==> config.mk <==
export PLATFORM = sky130hd
export DESIGN_NAME = pic16f84_cycle_sequencer
export DESIGN_NICKNAME = d
export VERILOG_FILES = /design/src/rtl/pic16f84_pkg.sv /design/src/rtl/pic16f84_qphase_check.sv /design/src/rtl/pic16f84_cycle_sequencer.sv
export SDC_FILE = /design/constraint.sdc
export NUM_CORES = 1
export LEC_CHECK = 0
export ABC_AREA = 1
export BUFFER_PORTS_ARGS = -buffer_cell sky130_fd_sc_hd__clkbuf_2
export CAP_MARGIN = 20
export CORE_ASPECT_RATIO = 0.9
export CORE_MARGIN = 2
export CORE_UTILIZATION = 35
export CTS_BUF_LIST = sky130_fd_sc_hd__clkbuf_2
export DETAILED_ROUTE_END_ITERATION = 6
export PLACE_DENSITY = 0.65
export SLEW_MARGIN = 10
export SYNTH_ARGS = -nofsm -noshare
export SYNTH_HDL_FRONTEND = slang
export SYNTH_SLANG_ARGS = --single-unit
==> constraint.sdc <==
create_clock -name clk -period 2.24 [get_ports clk]
set_input_delay 0.112 -clock clk [delete_from_list [all_inputs] [get_ports clk]]
set_output_delay 0.112 -clock clk [all_outputs]
set_load 0.05 [all_outputs]
==> src/rtl/pic16f84_pkg.sv <==
// Shared types and phase constants for the PIC16F84 quadrature-phase consumer blocks.
package pic16f84_pkg;

  localparam logic [1:0] ST_IDLE   = 2'd0;
  localparam logic [1:0] ST_SYNC   = 2'd1;
  localparam logic [1:0] ST_LOCKED = 2'd2;
  localparam logic [1:0] ST_ERROR  = 2'd3;

  typedef enum logic [1:0] {
    IDLE   = ST_IDLE,
    SYNC   = ST_SYNC,
    LOCKED = ST_LOCKED,
    ERROR  = ST_ERROR
  } seq_state_t;

  localparam logic [3:0] PH_Q1 = 4'b0001;
  localparam logic [3:0] PH_Q2 = 4'b0010;
  localparam logic [3:0] PH_Q3 = 4'b0100;
  localparam logic [3:0] PH_Q4 = 4'b1000;

  // CLKOUT is high during Q3 and Q4 only
  localparam logic [3:0] PH_CLKOUT_HI = PH_Q3 | PH_Q4;

  function automatic logic exp_clk_out(input logic [3:0] p);
    return |(p & PH_CLKOUT_HI);
  endfunction

  function automatic logic [3:0] rotate_phase(input logic [3:0] p);
    return {p[2:0], p[3]};
  endfunction

endpackage

==> src/rtl/pic16f84_qphase_check.sv <==
// Classifies the current phase vector against the previously sampled one.
module pic16f84_qphase_check
  import pic16f84_pkg::*;
(
  input  logic clk,
  input  logic rst,
  input  logic q1,
  input  logic q2,
  input  logic q3,
  input  logic q4,
  input  logic clk_out,
  output logic legal,
  output logic start_ok,
  output logic is_q1,
  output logic is_q2,
  output logic is_q3,
  output logic is_q4,
  output logic all_zero
);

  logic [3:0] p;
  logic [3:0] prev_p;
  logic       one_hot;

  assign p = {q4, q3, q2, q1};

  always_ff @(posedge clk or posedge rst) begin
    if (rst) prev_p <= '0;
    else     prev_p <= p;
  end

  // Flags describe the vector being sampled on this edge so the FSM adds only one clk of latency
  always_comb begin
    one_hot  = (p != '0) && ((p & (p - 4'd1)) == '0);
    legal    = one_hot && (p == rotate_phase(prev_p)) && (clk_out == exp_clk_out(p));
    is_q1    = (p == PH_Q1);
    is_q2    = (p == PH_Q2);
    is_q3    = (p == PH_Q3);
    is_q4    = (p == PH_Q4);
    all_zero = (p == '0);
    start_ok = is_q1 && !clk_out;
  end

endmodule

==> src/rtl/pic16f84_cycle_sequencer.sv <==
// Locks onto the Q1..Q4 phase stream and produces registered per-instruction-cycle strobes.
module pic16f84_cycle_sequencer
  import pic16f84_pkg::*;
#(
  parameter int LOCK_CYCLES = 2,
  parameter int CNT_W       = 16,
  parameter int ERR_W       = 8
) (
  input  logic             clk,
  input  logic             rst,
  input  logic             q1,
  input  logic             q2,
  input  logic             q3,
  input  logic             q4,
  input  logic             clk_out,
  input  logic             flush,
  output logic             locked,
  output logic             read_stb,
  output logic             exec_stb,
  output logic             write_stb,
  output logic             fetch_stb,
  output logic             flush_cycle,
  output logic             phase_err,
  output logic [CNT_W-1:0] icycle_cnt,
  output logic [ERR_W-1:0] err_cnt
);

  seq_state_t state;
  logic [7:0] clean;
  logic       pend;

  logic legal, start_ok, is_q1, is_q2, is_q3, is_q4, all_zero;

  pic16f84_qphase_check u_check (
    .clk      (clk),
    .rst      (rst),
    .q1       (q1),
    .q2       (q2),
    .q3       (q3),
    .q4       (q4),
    .clk_out  (clk_out),
    .legal    (legal),
    .start_ok (start_ok),
    .is_q1    (is_q1),
    .is_q2    (is_q2),
    .is_q3    (is_q3),
    .is_q4    (is_q4),
    .all_zero (all_zero)
  );

  always_ff @(posedge clk or posedge rst) begin
    if (rst) begin
      state       <= IDLE;
      clean       <= '0;
      pend        <= 1'b0;
      locked      <= 1'b0;
      read_stb    <= 1'b0;
      exec_stb    <= 1'b0;
      write_stb   <= 1'b0;
      fetch_stb   <= 1'b0;
      flush_cycle <= 1'b0;
      phase_err   <= 1'b0;
      icycle_cnt  <= '0;
      err_cnt     <= '0;
    end else begin
      read_stb  <= 1'b0;
      exec_stb  <= 1'b0;
      write_stb <= 1'b0;
      fetch_stb <= 1'b0;
      phase_err <= 1'b0;

      case (state)
        IDLE: begin
          if (start_ok) begin
            state <= SYNC;
            clean <= '0;
          end else if (!all_zero) begin
            state <= ERROR;
          end
        end

        ERROR: begin
          if (all_zero) begin
            state <= IDLE;
          end else if (start_ok) begin
            state <= SYNC;
            clean <= '0;
          end
        end

        SYNC, LOCKED: begin
          // Illegal phase wins over flush and counting on the same edge
          if (!legal) begin
            state       <= all_zero ? IDLE : ERROR;
            locked      <= 1'b0;
            pend        <= 1'b0;
            flush_cycle <= 1'b0;
            if (!all_zero) begin
              phase_err <= 1'b1;
              if (err_cnt != '1) err_cnt <= err_cnt + ERR_W'(1);
            end
          end else if (state == SYNC) begin
            if (is_q4) begin
              clean <= clean + 8'd1;
              if (clean + 8'd1 == 8'(LOCK_CYCLES)) begin
                state  <= LOCKED;
                locked <= 1'b1;
              end
            end
          end else begin
            read_stb  <= is_q2;
            exec_stb  <= is_q3 && !flush_cycle;
            write_stb <= is_q4 && !flush_cycle;
            fetch_stb <= is_q4;
            if (is_q4) icycle_cnt <= icycle_cnt + CNT_W'(1);
            // A flush seen on the Q1 edge itself turns the cycle just starting into the NOP
            if (is_q1) begin
              flush_cycle <= pend || flush;
              pend        <= 1'b0;
            end else begin
              pend <= pend || flush;
            end
          end
        end

        default: state <= IDLE;
      endcase
    end
  end

endmodule
# After elaboration in Yosys (flattened, before gate mapping)
# Cells that the tools add are included.
# classes
bitwise_logic,4
n_mux,41
shift,0
addsub,4
n_reduce_logical,22
eq_ne,25
div,0
n_lt_le_gt_ge,0
n_mul,0
# op_table
operator,count
$mux 8,5
$mux 1,25
$pmux 8 s3,1
$mux 2,9
$add 16x1->16 const B,1
$add 8x1->8 const B,2
$reduce_and 4->1,4
$ne 3x3->1 const B,5
$ne 2x2->1 const B,5
$eq 8x2->1 const B,1
$logic_not 4->1,2
$ne 2x1->1 const B,4
$ne 8x8->1 const B,1
$logic_and 1x1->1,6
$pmux 2 s3,1
$reduce_and 5->1,1
$and 4x4->4,1
$eq 2x2->1 const B,2
$eq 4x1->1 const B,1
$eq 4x2->1 const B,1
$eq 4x3->1 const B,1
$eq 4x4->1,1
$eq 4x4->1 const B,1
$reduce_bool 4->1,1
other kinds (10),14
# totals
latchBits,0
register_bits,46
n_memories,0
inputBits,8
wordCells,109
ramBits,0
mem_bits_ro,0
output_inout_bits,31

# Longest topological paths before layout
# logic_depth
depth_word,8
mapped_depth,12
ltp_nobuf,12

# By module
# Synthesis repeated with hierarchy kept, for this count alone.
# hier_totals
cells_unflattened,290
area_unflattened_um2,2496.1
# by_module_without_submodules
module,instances,seq_area_each_um2,area_each_um2,cells_each
pic16f84_cycle_sequencer,1,1051.0,2225.9,244
pic16f84_qphase_check,1,100.1,270.3,46

# Worst setup path before layout
# Ideal clock, no wire load.
# synth_timing
path_kind,reg2reg
start,register err_cnt[0]
end,register err_cnt[2]
setup_ns,0.076
period_less_slack_ns,1.892
t_arrival_ns,1.815
t_required_ns,2.164
slack_ns,0.348
stages_incl_launch_ff,9
path_buffers,1
path_cell_list,dfrtp_1 ha_1 inv_1 nor3_1 nand3_1 nand3_2 buf_2 nand2_1 o21ai_1
# synth_between
elab_chain_len,2
elab_cells_between_ends,3
cone_classes,1 x add/sub; 1 x eq/ne; 1 x reduce/logical
# synth_lines
item,line_no,rtl
from (decl),pic16f84_cycle_sequencer.sv:25,output logic [ERR_W-1:0] err_cnt
from (signal assigned),pic16f84_cycle_sequencer.sv:100,if (err_cnt != '1) err_cnt <= err_cnt + ERR_W'(1);
"parallel branches: the longest is 2 deep, another holds $add 8x1->8",--,
# Several ways; the timed one is not identified.
# A chain may end at the register's enable or synchronous reset.

# Final worst setup path
# layout_timing
start,register state[0]
end,register icycle_cnt[0]
# layout_between
elab_chain_len,3
elab_cells_between_ends,5
cone_classes,2 x eq/ne; 1 x bitwise; 2 x reduce/logical
# layout_lines
item,line_no,rtl
from (decl),pic16f84_cycle_sequencer.sv:28,seq_state_t state;
from (signal assigned),pic16f84_cycle_sequencer.sv:94,state <= all_zero ? IDLE : ERROR;
$eq 2x1->1 / $eq 2x2->1 (equally long branches),"pic16f84_cycle_sequencer.sv:72, pic16f84_cycle_sequencer.sv:102",
$reduce_or 2->1 / $not 1->1 (equally long branches),--,
$reduce_and 4->1 (no source line) *,--,
to (signal assigned),pic16f84_cycle_sequencer.sv:115,if (is_q4) icycle_cnt <= icycle_cnt + CNT_W'(1);
to (decl),pic16f84_cycle_sequencer.sv:24,"output logic [CNT_W-1:0] icycle_cnt,"
# Mark *: on every way between the ends. The rest lies on a longest branch, timed or not.

==> load_flow_metrics.sql <==
INSERT INTO impl_metrics (metric_group, metric, value, unit) VALUES
('die', 'dieArea', '0.00821', 'sq mm'),
('sta', 'worst_clock_skew', '0.0178', 'ns'),
('sta', 'finalHoldViolCount', '0', ''),
('detailed_routing', 'total_number_of_vias', '2301', ''),
('sta', 'setup-tns-final', '0', 'ns'),
('detailed_routing', 'average_wire_per_standard_cell', '11.6', 'um'),
('detailed_routing', 'drt_iter0_markers', '125', ''),
('hold_path', 'min_from', 'clk_out', ''),
('synthesis', 'netlist_instances', '340', ''),
('global_route', 'grt_start_max_net_pins', '47', ''),
('die', 'fp.dieW', '95.3', 'um'),
('final_layout', 'finish.net_count', '404', ''),
('global_route', 'grt_pass1_vias', '2074', ''),
('synthesis', 'synth_nets', '356', ''),
('setup_path', 'required', '2.55', 'ns'),
('run_status', 'run_status', 'completed', ''),
('detailed_routing', 'vias_per_cell', '4.77', ''),
('flow_run', 'max_cap_violations', '0', ''),
('power', 'peakVddDrop', '0.618', 'mV'),
('global_route', 'overflow', '0', ''),
('final_layout', 'layout-area-overhead-vs-synth', '17.3', '%'),
('synthesis', 'ys.warnings.count', '0', ''),
('hold_path', 'holdPathStages', '5', ''),
('placed_design', 'port_buffers', '38', ''),
('synthesis', 'synth-seq-area-share', '43.9', '%'),
('sta', 'period_share', '87.4', '%'),
('hold_path', 'hold_path_class', 'in -> reg', ''),
('synthesis', 'synthDominantCellAreaShare', '43.9', '%'),
('placed_design', 'dp_hpwl', '4.12', 'mm'),
('setup_path', 'worst_case_register_to_register_setup_slack', '0.28', 'ns'),
('power', 'fin_total_pwr', '0.00287', 'W'),
('die', 'placeableCoreArea', '0.00715', 'sq mm'),
('synthesis', 'synth_top_flop_cell', 'dfrtp_1', ''),
('placed_design', 'post-place-ws', '0.261', 'ns'),
('final_layout', 'multi_input_area', '0.00129', 'sq mm'),
('synthesis', 'post-synth-top-area-cell', 'dfrtp_1', ''),
('global_route', 'grt_first_pass_wirelength', '9.45', 'mm'),
('power', 'power_per_cell_area', '932', 'mW/mm^2'),
('clock_tree', 'cts_tree', 'yes', ''),
('sta', 'timing_worst_slew_pin_value', '0.640', 'ns'),
('clock_tree', 'ctsHoldBuffers', '6', ''),
('setup_path', 'rr_endpoint', 'icycle_cnt[0]', ''),
('sta', 'rsz0062_at_grt', 'false', ''),
('synthesis', 'post_synth_instance_area', '0.00262', 'sq mm'),
('sta', 'fmax', '511', 'MHz'),
('die', 'fp.dieH', '86.1', 'um'),
('sta', 'timing.slew.headroom', '57.3', '%'),
('synthesis', 'post_synth_num_cell_types', '28', ''),
('synthesis', 'yosys_register_bits', '46', ''),
('clock_tree', 'cts-resized-gates', '0', ''),
('synthesis', 'synth_area_leaders', 'dfrtp_1 (44%), nand2_1 (14%), nand3_1 (7.6%), inv_1 (5.6%), xnor2_1 (4.7%)', ''),
('clock_tree', 'cts_made_buffers', '5', ''),
('setup_path', 'worst-endpoint-arrival', '2.27', 'ns'),
('sta', 'report.final.setup_viol', '0', ''),
('setup_path', 'crit_fanout', '20', ''),
('clock_tree', 'cts_post_setup_buffers_inserted', '0', ''),
('die', 'core.rowCount', '29', ''),
('setup_path', 'worstRegToRegCells', '6', ''),
('detailed_routing', 'number_of_nets_still_failing_antenna_checks_after_routing', '0', ''),
('detailed_routing', 'remaining_drcs', '0', ''),
('setup_path', 'worstReg2RegStart', 'state[0]', ''),
('detailed_routing', 'drt_pre_antenna_iters', '4', ''),
('die', 'start_util', '36.7', '%'),
('setup_path', 'worst-setup-path-type', 'reg -> reg', ''),
('global_route', 'global_route.usage.total', '14.5', '%'),
('detailed_routing', 'finalWirelength', '5.57', 'mm'),
('final_layout', 'final-seq-area', '0.00115', 'sq mm'),
('power', 'leakage', '1.51', 'nW'),
('die', 'num_io_pins', '39', ''),
('sta', 'final_period_minus_worst_setup_slack', '1.96', 'ns'),
('final_layout', 'layout-drive-gt1-share', '15.9', '%');
[report_power, final]
group          internal (W)  leakage [nW]  switching [W]
clock              0.000297        0.0506       0.000272
sequential         0.000956         0.610       0.000131
combinational      0.000377         0.846       0.000835
total               0.00163          1.51        0.00124
[logic make-up after synthesis]
kind of cell,after synthesis,share of synthesized area [%]
AO/OA/AOI/OAI,30,6.20
XOR/XNOR,21,7.01
flip-flops,46,43.9
buffers and inverters,48,7.30
AND/OR/NAND/NOR,187,31.8
adder cells (fa/ha/maj),8,3.82
[how the worst max path moves through the flow]
stage / start / endpoint / slack, ns / cells after the start
after floorplan: err_cnt[0] / err_cnt[2] / 0.35 / 8
after global placement: state[0] / icycle_cnt[0] / 0.33 / 6
after detailed placement: state[0] / icycle_cnt[0] / 0.26 / 6
after CTS: state[0] / icycle_cnt[0] / 0.25 / 6
after global routing: state[0] / icycle_cnt[15] / 0.06 / 7
final: state[0] / icycle_cnt[0] / 0.28 / 6
[synth_stat cells, types with 3 or more instances]
cell	n
buf_2	6
dfrtp_1	46
ha_1	8
inv_1	39
nand2_1	97
nand3_1	40
nand4_1	3
nor2_1	26
nor3_1	9
o21ai_0	4
o21ai_1	19
xnor2_1	14
xor2_1	7
[placed cells by master, fill, tap and decap left out, drive strengths merged]
master and instances:
xnor2 14, a21oi 2, a22oi 2, o21ai 23, nand2 99, nand3b 2
o21bai 2, a21boi 1, xor2 7, nor4 1, nor2 28, dfrtp 46
ha 8, clkinv 1, nand4 4, bufinv 2, inv 41, nand3 42
buf 4, dlygate4sd3 6, clkbuf 43, or2 1, nor3 10
[flip-flops by register name (all words and copies together) (netlist names)]
| signal | count |
|---|---|
| err_cnt | 8 |
| icycle_cnt | 16 |
| pend | 1 |
| read_stb | 1 |
| exec_stb | 1 |
| phase_err | 1 |
| write_stb | 1 |
| locked | 1 |
| u_check.prev_p | 4 |
| fetch_stb | 1 |
| flush_cycle | 1 |
| clean | 8 |
| state | 2 |
[critical path: stages, from the launching register on]
cell and delay (ns):
dfrtp_1 0.45, inv_1 0.08, ha_1 0.30, inv_2 0.07, nor4_2 0.25, nand2_1 0.44
xor2_1 0.28
[metrics by stage]
step	area, sq um	utilization, %	hold slack (ns)	instances
after floorplan	2620	-	0.143	340
after global placement	2930	41.0	0.270	468
after detailed placement	2930	41.0	0.275	468
after CTS	3080	43.1	0.150	482
after global routing	3080	43.1	0.169	482
final	3080	43.1	0.174	482
[routing by layer]
layer	track usage, %	routed length, um	part of all wire, %
met1	20.8	2810	50
met2	22.2	2440	44
met3	2.72	261	4.7
met4	4.35	60	1.1
met5	0	0	0
[final cells by class]
type,instances,share of cell area [%]
inverter,41,5.00
clock inverter,3,2.07
sequential,46,37.4
multi-input combinational,246,41.8
clock buffer,5,0.813
tap,93,3.78
timing repair buffer,48,9.11
No activity file was read; power rests on OpenSTA's default activity.
